<file path="config.mk">
export PLATFORM = sky130hd
export DESIGN_NAME = imem_loader_flat
export DESIGN_NICKNAME = d
export VERILOG_FILES = /design/src/rtl/imem_loader_pkg.sv /design/src/rtl/imem_loader_if.sv /design/src/rtl/loader_word_packer.sv /design/src/rtl/imem_loader.sv /design/src/flat_wrapper.sv
export SDC_FILE = /design/constraint.sdc
export NUM_CORES = 1
export LEC_CHECK = 0
export CORE_ASPECT_RATIO = 0.9
export CORE_MARGIN = 2
export CORE_UTILIZATION = 42
export DETAILED_ROUTE_END_ITERATION = 8
export PLACE_DENSITY = 0.71
export SYNTH_ARGS = -nofsm -noshare
export SYNTH_HDL_FRONTEND = slang
export SYNTH_SLANG_ARGS = --single-unit
</file>
<file path="constraint.sdc">
create_clock -name clk -period 3.1 [get_ports clk]
set_clock_uncertainty 0.1 [all_clocks]
set_input_delay 0.93 -clock clk [delete_from_list [all_inputs] [get_ports clk]]
set_output_delay 0.93 -clock clk [all_outputs]
set_load 0.01 [all_outputs]
</file>
<file path="src/rtl/imem_loader_pkg.sv">
// rtl/imem_loader_pkg.sv - shared types and constants for the serial instruction-memory loader
package imem_loader_pkg;

    typedef enum logic [2:0] {
        IDLE,
        LEN0,
        LEN1,
        DATA,
        CSUM
    } state_t;

    localparam logic [7:0] MAGIC_DEFAULT = 8'hA5;
    localparam int         COUNT_W       = 16;
    localparam int         CSUM_W        = 8;

endpackage

</file>
<file path="src/rtl/imem_loader_if.sv">
// rtl/imem_loader_if.sv - byte stream in, memory write port and status out
interface imem_loader_if;
    logic        rx_valid;
    logic [7:0]  rx_data;
    logic        mem_we;
    logic [31:0] mem_addr;
    logic [31:0] mem_wdata;
    logic        cpu_hold;
    logic        done;
    logic        err;

    modport master (
        output rx_valid, rx_data,
        input  mem_we, mem_addr, mem_wdata, cpu_hold, done, err
    );

    modport slave (
        input  rx_valid, rx_data,
        output mem_we, mem_addr, mem_wdata, cpu_hold, done, err
    );
endinterface

</file>
<file path="src/rtl/loader_word_packer.sv">
// rtl/loader_word_packer.sv - packs bytes into little-endian words and issues memory writes
module loader_word_packer #(
    parameter int          ADDR_WIDTH = 12,
    parameter logic [31:0] BASE_ADDR  = 32'h0000_0000
) (
    input  logic                clk,
    input  logic                rst_n,
    input  logic                start,
    input  logic                abort,
    input  logic                byte_valid,
    input  logic [7:0]          byte_data,
    output logic                last_lane,
    output logic [ADDR_WIDTH:0] word_idx,
    output logic                mem_we,
    output logic [31:0]         mem_addr,
    output logic [31:0]         mem_wdata
);

    logic [1:0]  byte_idx;
    // Earlier bytes shift down so the oldest ends up in bits [7:0] of the word.
    logic [23:0] lanes;

    assign last_lane = byte_valid && (byte_idx == 2'd3);

    always_ff @(posedge clk or negedge rst_n) begin
        if (!rst_n) begin
            byte_idx  <= '0;
            lanes     <= '0;
            word_idx  <= '0;
            mem_we    <= 1'b0;
            mem_addr  <= '0;
            mem_wdata <= '0;
        end else begin
            mem_we <= 1'b0;
            if (start || abort) begin
                byte_idx <= '0;
                lanes    <= '0;
                word_idx <= '0;
            end else if (byte_valid) begin
                byte_idx <= byte_idx + 2'd1;
                if (byte_idx == 2'd3) begin
                    mem_we    <= 1'b1;
                    mem_wdata <= {byte_data, lanes};
                    mem_addr  <= BASE_ADDR + (32'(word_idx) << 2);
                    word_idx  <= word_idx + 1'b1;
                    lanes     <= '0;
                end else begin
                    lanes <= {byte_data, lanes[23:8]};
                end
            end
        end
    end

endmodule

</file>
<file path="src/rtl/imem_loader.sv">
// rtl/imem_loader.sv - frame parser, checksum and timeout for the serial boot loader
module imem_loader
    import imem_loader_pkg::*;
#(
    parameter int          ADDR_WIDTH     = 12,
    parameter logic [31:0] BASE_ADDR      = 32'h0000_0000,
    parameter logic [7:0]  MAGIC          = MAGIC_DEFAULT,
    parameter int          TIMEOUT_CYCLES = 1_000_000
) (
    input  logic         clk,
    input  logic         rst_n,
    imem_loader_if.slave bus
);

    localparam int TO_W = $clog2(TIMEOUT_CYCLES + 1);

    state_t              state;
    logic [COUNT_W-1:0]  count;
    logic [CSUM_W-1:0]   csum;
    logic [TO_W-1:0]     idle_cnt;
    logic                cpu_hold;
    logic                done;
    logic                err;

    logic                pk_start;
    logic                pk_byte;
    logic                pk_last;
    logic [ADDR_WIDTH:0] word_idx;
    logic                timeout;
    logic                last_word;
    logic [COUNT_W-1:0]  new_count;

    assign new_count = {bus.rx_data, count[7:0]};
    assign pk_start  = (state == LEN1) && bus.rx_valid;
    assign pk_byte   = (state == DATA) && bus.rx_valid;
    assign timeout   = (state != IDLE) && !bus.rx_valid
                       && (idle_cnt == TO_W'(TIMEOUT_CYCLES - 1));
    assign last_word = pk_last && ((32'(word_idx) + 32'd1) == 32'(count));

    loader_word_packer #(
        .ADDR_WIDTH (ADDR_WIDTH),
        .BASE_ADDR  (BASE_ADDR)
    ) u_packer (
        .clk        (clk),
        .rst_n      (rst_n),
        .start      (pk_start),
        .abort      (timeout),
        .byte_valid (pk_byte),
        .byte_data  (bus.rx_data),
        .last_lane  (pk_last),
        .word_idx   (word_idx),
        .mem_we     (bus.mem_we),
        .mem_addr   (bus.mem_addr),
        .mem_wdata  (bus.mem_wdata)
    );

    always_ff @(posedge clk or negedge rst_n) begin
        if (!rst_n) begin
            state    <= IDLE;
            count    <= '0;
            csum     <= '0;
            idle_cnt <= '0;
            cpu_hold <= 1'b0;
            done     <= 1'b0;
            err      <= 1'b0;
        end else begin
            if (state == IDLE || bus.rx_valid) idle_cnt <= '0;
            else                               idle_cnt <= idle_cnt + 1'b1;

            if (timeout) begin
                state    <= IDLE;
                err      <= 1'b1;
                done     <= 1'b0;
                cpu_hold <= 1'b0;
            end else if (bus.rx_valid) begin
                case (state)
                    IDLE: begin
                        if (bus.rx_data == MAGIC) begin
                            state    <= LEN0;
                            cpu_hold <= 1'b1;
                            done     <= 1'b0;
                            err      <= 1'b0;
                            csum     <= '0;
                        end
                    end
                    LEN0: begin
                        count[7:0] <= bus.rx_data;
                        state      <= LEN1;
                    end
                    LEN1: begin
                        count[15:8] <= bus.rx_data;
                        // Oversized images are refused before any word is written.
                        if (32'(new_count) > (32'd1 << ADDR_WIDTH)) begin
                            err      <= 1'b1;
                            state    <= IDLE;
                            cpu_hold <= 1'b0;
                        end else if (new_count == '0) begin
                            state <= CSUM;
                        end else begin
                            state <= DATA;
                        end
                    end
                    DATA: begin
                        csum <= csum + bus.rx_data;
                        if (last_word) state <= CSUM;
                    end
                    CSUM: begin
                        if (bus.rx_data == csum) done <= 1'b1;
                        else                     err  <= 1'b1;
                        state    <= IDLE;
                        cpu_hold <= 1'b0;
                    end
                    default: state <= IDLE;
                endcase
            end
        end
    end

    assign bus.cpu_hold = cpu_hold;
    assign bus.done     = done;
    assign bus.err      = err;

endmodule

</file>
<file path="src/flat_wrapper.sv">
// flat-port wrapper written by rule: the top's interface ports become plain ports
module imem_loader_flat import imem_loader_pkg::*;
#(
    parameter int          ADDR_WIDTH     = 12,
    parameter logic [31:0] BASE_ADDR      = 32'h0000_0000,
    parameter logic [7:0]  MAGIC          = MAGIC_DEFAULT,
    parameter int          TIMEOUT_CYCLES = 1_000_000
)
  (clk, rst_n, bus_rx_valid, bus_rx_data, bus_mem_we, bus_mem_addr, bus_mem_wdata, bus_cpu_hold, bus_done, bus_err);
  imem_loader_if bus_i ();
  input  logic clk;
  input  logic rst_n;
  input wire logic [$bits(bus_i.rx_valid)-1:0] bus_rx_valid;
  input wire logic [$bits(bus_i.rx_data)-1:0] bus_rx_data;
  output wire logic [$bits(bus_i.mem_we)-1:0] bus_mem_we;
  output wire logic [$bits(bus_i.mem_addr)-1:0] bus_mem_addr;
  output wire logic [$bits(bus_i.mem_wdata)-1:0] bus_mem_wdata;
  output wire logic [$bits(bus_i.cpu_hold)-1:0] bus_cpu_hold;
  output wire logic [$bits(bus_i.done)-1:0] bus_done;
  output wire logic [$bits(bus_i.err)-1:0] bus_err;
  assign bus_i.rx_valid = bus_rx_valid;
  assign bus_i.rx_data = bus_rx_data;
  assign bus_mem_we = bus_i.mem_we;
  assign bus_mem_addr = bus_i.mem_addr;
  assign bus_mem_wdata = bus_i.mem_wdata;
  assign bus_cpu_hold = bus_i.cpu_hold;
  assign bus_done = bus_i.done;
  assign bus_err = bus_i.err;
  imem_loader #(.ADDR_WIDTH(ADDR_WIDTH), .BASE_ADDR(BASE_ADDR), .MAGIC(MAGIC), .TIMEOUT_CYCLES(TIMEOUT_CYCLES)) u_core (.clk(clk), .rst_n(rst_n), .bus(bus_i));
endmodule
</file>
==> results.json, run 1 <==
{
  "gr-usage-all-layers_pct": 20.1,
  "yosysSeqAreaShare_pct": 51.6,
  "power_uw": 5610,
  "worstMarginPinSlew_ps": 710,
  "grt_pass1_vias": 5169,
  "fp.dieArea_mm2": 0.0166,
  "fin_crit_ps": 3020,
  "area_growth_syn_to_layout_pct": 25.5,
  "fin_crit_sh_pct": 97.5,
  "p_sw_share_pct": 32.2,
  "ys.flop_type": "dfrtp_1",
  "synth_seq_cells": 135,
  "setup_violations": 0,
  "p_clk_share_pct": 33.3,
  "ff2ff_setup_slack_ps": 160,
  "pwr-share-comb_pct": 23.9,
  "power.leakage_uw": 0.00378,
  "rows": 43,
  "routed_wl_um": 15500,
  "hold_viol": 0,
  "finalWeightedCongestion": 0.883,
  "io_buffers": 59,
  "drc_errors": 0,
  "num_vias": 5179,
  "ys_types": 65,
  "status": "complete, no violations",
  "path_max_fanout": 3,
  "drt_pass1_iterations": 5,
  "cell_internal_pwr_uw": 3810,
  "cts.htree.levels": 4,
  "clock_sinks": 135,
  "coreArea_mm2": 0.0153,
  "dp_hpwl_um": 10900,
  "reg2regPathDepth": 7,
  "worst-setup-path-type": "in -> reg",
  "antenna_found_initial": 0,
  "grt_max_degree": 67,
  "overflow": 0,
  "drv_cap": 0,
  "drive_gt1_share_pct": 18.6,
  "ant_nets": 0,
  "vias_per_cell": 5.39,
  "startpoint_type": "input pin",
  "path_clk_slew_ps": 60,
  "die_h_um": 122,
  "ir_worst_vdd_uv": 439,
  "synth_edf_count": 0,
  "crit_arrival_ps": 3220,
  "worst_slew_margin_rel_pct": 52.7,
  "slew_violations": 0,
  "syn-instance-count": 645,
  "fmax_mhz": 331,
  "finalNetCount": 767,
  "cts-buffers-inserted": 17,
  "seq_area_mm2": 0.00338,
  "die_w_um": 136,
  "fill_cells": 1343,
  "pwr-share-seq_pct": 42.8,
  "power_density_mw_per_mm2": 683,
  "drt-initial-drc-count": 363,
  "rsz0062_at_grt": "no",
  "routedWlPerCell_um": 16.2,
  "antenna_cells": 0,
  "place_ws_ps": -588,
  "cts_tree": "done",
  "critPathCaptureType": "flip-flop",
  "async_flop_share_pct": 100,
  "clock_path_buffers": 2,
  "avgSynthCellArea_um2": 10.2,
  "tns_ps": 0,
  "multiInputGateArea_mm2": 0.00293,
  "synth_area_mm2": 0.00655,
  "holdPathStages": 2,
  "cts-root-buf": "clkbuf_16",
  "insertion_delay_ps": 420,
  "net-switching-power_uw": 1810,
  "start_util_pct": 42.7,
  "grt_pass1_wl_um": 25900,
  "io_pins": 79,
  "yosysWarnings": 0,
  "cp.required_ps": 3300,
  "min_path_type": "reg -> reg",
  "whs_ps": 372,
  "worst_slack_ps": 78.6
}
critical path, stage by stage:
cell and delay (ps):
clkdlybuf4s50_1 420, nor3_1 270, nand3_1 170, a21boi_1 230, o21ai_0 120, or4_4 540
o31ai_4 240, a2bb2o_2 300
final timing paths:
kind / start / to
hold reg to reg: u_core.u_packer.mem_wdata[5]$_DFFE_PN0P_ / u_core.u_packer.mem_wdata[5]$_DFFE_PN0P_
min in group asynchronous: rst_n / u_core.u_packer.mem_wdata[28]$_DFFE_PN0P_
max in group asynchronous: rst_n / u_core.idle_cnt[5]$_DFF_PN0_
setup reg to reg: u_core.u_packer.word_idx[6]$_DFFE_PN0P_ / u_core.state[1]$_DFFE_PN0P_
setup / recovery: bus_rx_data[1] / u_core.state[1]$_DFFE_PN0P_
hold / removal: u_core.u_packer.mem_wdata[5]$_DFFE_PN0P_ / u_core.u_packer.mem_wdata[5]$_DFFE_PN0P_
state kept, by name, indices dropped and copies added, names as in the netlist, 2 cells and up:
signal	count
u_core.u_packer.mem_wdata	32
u_core.u_packer.lanes	24
u_core.idle_cnt	20
u_core.count	16
u_core.u_packer.mem_addr	13
u_core.u_packer.word_idx	13
u_core.csum	8
u_core.state	3
u_core.u_packer.byte_idx	2
power groups by stage:
stage | combinational, uW | sequential (uW) | clock (uW)
floorplan | 898 | 2310 | 0
global placement | 1250 | 2390 | 0
detailed placement | 1300 | 2410 | 0
CTS | 1340 | 2390 | 1910
global route | 1480 | 2440 | 1990
finish | 1340 | 2400 | 1870
Yosys cell counts (13+ instances only):
| master | number | area share [%] |
|---|---|---|
| nor2_1 | 37 | 2.1 |
| nand3_1 | 13 | 0.99 |
| o21ai_0 | 39 | 3.0 |
| mux2_2 | 31 | 5.3 |
| buf_4 | 21 | 2.4 |
| a21oi_1 | 22 | 1.7 |
| dfrtp_1 | 135 | 52 |
| xnor2_1 | 13 | 1.7 |
| a22o_1 | 26 | 3.5 |
| nand2_1 | 120 | 6.9 |
| xor2_1 | 17 | 2.3 |
| clkbuf_1 | 22 | 1.3 |
timing repair:
item / in CTS / in global routing
endpoints found under the setup margin: 4 / 4
gates resized for setup: 7 / 3
setup buffers: 0 / 0
hold buffers: 0 / 0
pin swaps: 0 / 1
layer usage:
metal / vias to the layer above / GRT usage, % / part of all wire [%]
met3: 26 / 4.50 / 5.1
met1: 2564 / 26.1 / 44
met5: - / 0 / 0
met2: 140 / 32.8 / 49
met4: 0 / 7.81 / 2.0
li1: 2449 / - / -
cell type report:
cell class | instances | share of cell area (%)
Inverter | 14 | 0.640
Clock buffer | 18 | 5.35
Multi-Input combinational cell | 463 | 35.6
Timing Repair Buffer | 114 | 12.8
Tap cell | 202 | 3.08
Clock inverter | 14 | 1.40
Sequential cell | 135 | 41.1
stage by stage:
| step | cells | utilization (%) | area [um2] |
|---|---|---|---|
| floorplan | 663 | - | 6620 |
| global placement | 928 | 49.7 | 7620 |
| detailed placement | 928 | 49.7 | 7620 |
| CTS | 960 | 53.5 | 8200 |
| global route | 960 | 53.6 | 8210 |
| finish | 960 | 53.6 | 8210 |
logic make-up after synthesis:
group	after synthesis	synth area share, %
xor+xnor	30	4.01
flops	135	51.6
buf+inv	65	5.37
mux	32	5.48
simple gates	243	18.0
fa+ha+maj	11	2.22
compound gates	128	13.3
other cells	1	0.0573
cells in the final DEF (no fill, tap or decap), types with 4 or more instances in the layout:
master / count
o21ai_0: 38
buf_12: 4
inv_6: 4
nand3_1: 13
nor4_1: 8
xnor2_1: 13
mux2_2: 31
clkbuf_16: 17
conb_1: 19
clkdlybuf4s50_1: 57
dfrtp_1: 135
o31ai_1: 7
nor2_1: 37
a21oi_1: 21
a22o_1: 26
inv_1: 12
o21bai_1: 4
nand2_1: 120
xor2_1: 17
nand4_1: 10
nor3_1: 7
clkinv_4: 4
or3_1: 6
and3_1: 8
ha_1: 10
buf_4: 52
o211ai_1: 4
Note: power is estimated with default switching activity, not from simulation.
==> run 2, diff against run 1 <==
--- a/config.mk
+++ b/config.mk
@@ -5,11 +5,13 @@
 export SDC_FILE = /design/constraint.sdc
 export NUM_CORES = 1
 export LEC_CHECK = 0
+export CAP_MARGIN = 40
 export CORE_ASPECT_RATIO = 0.9
 export CORE_MARGIN = 2
 export CORE_UTILIZATION = 42
 export DETAILED_ROUTE_END_ITERATION = 8
 export PLACE_DENSITY = 0.71
+export SLEW_MARGIN = 20
 export SYNTH_ARGS = -nofsm -noshare
 export SYNTH_HDL_FRONTEND = slang
 export SYNTH_SLANG_ARGS = --single-unit
==> results of run 2 <==
The final DEF is identical to that of run 1; final timing and power are the same.
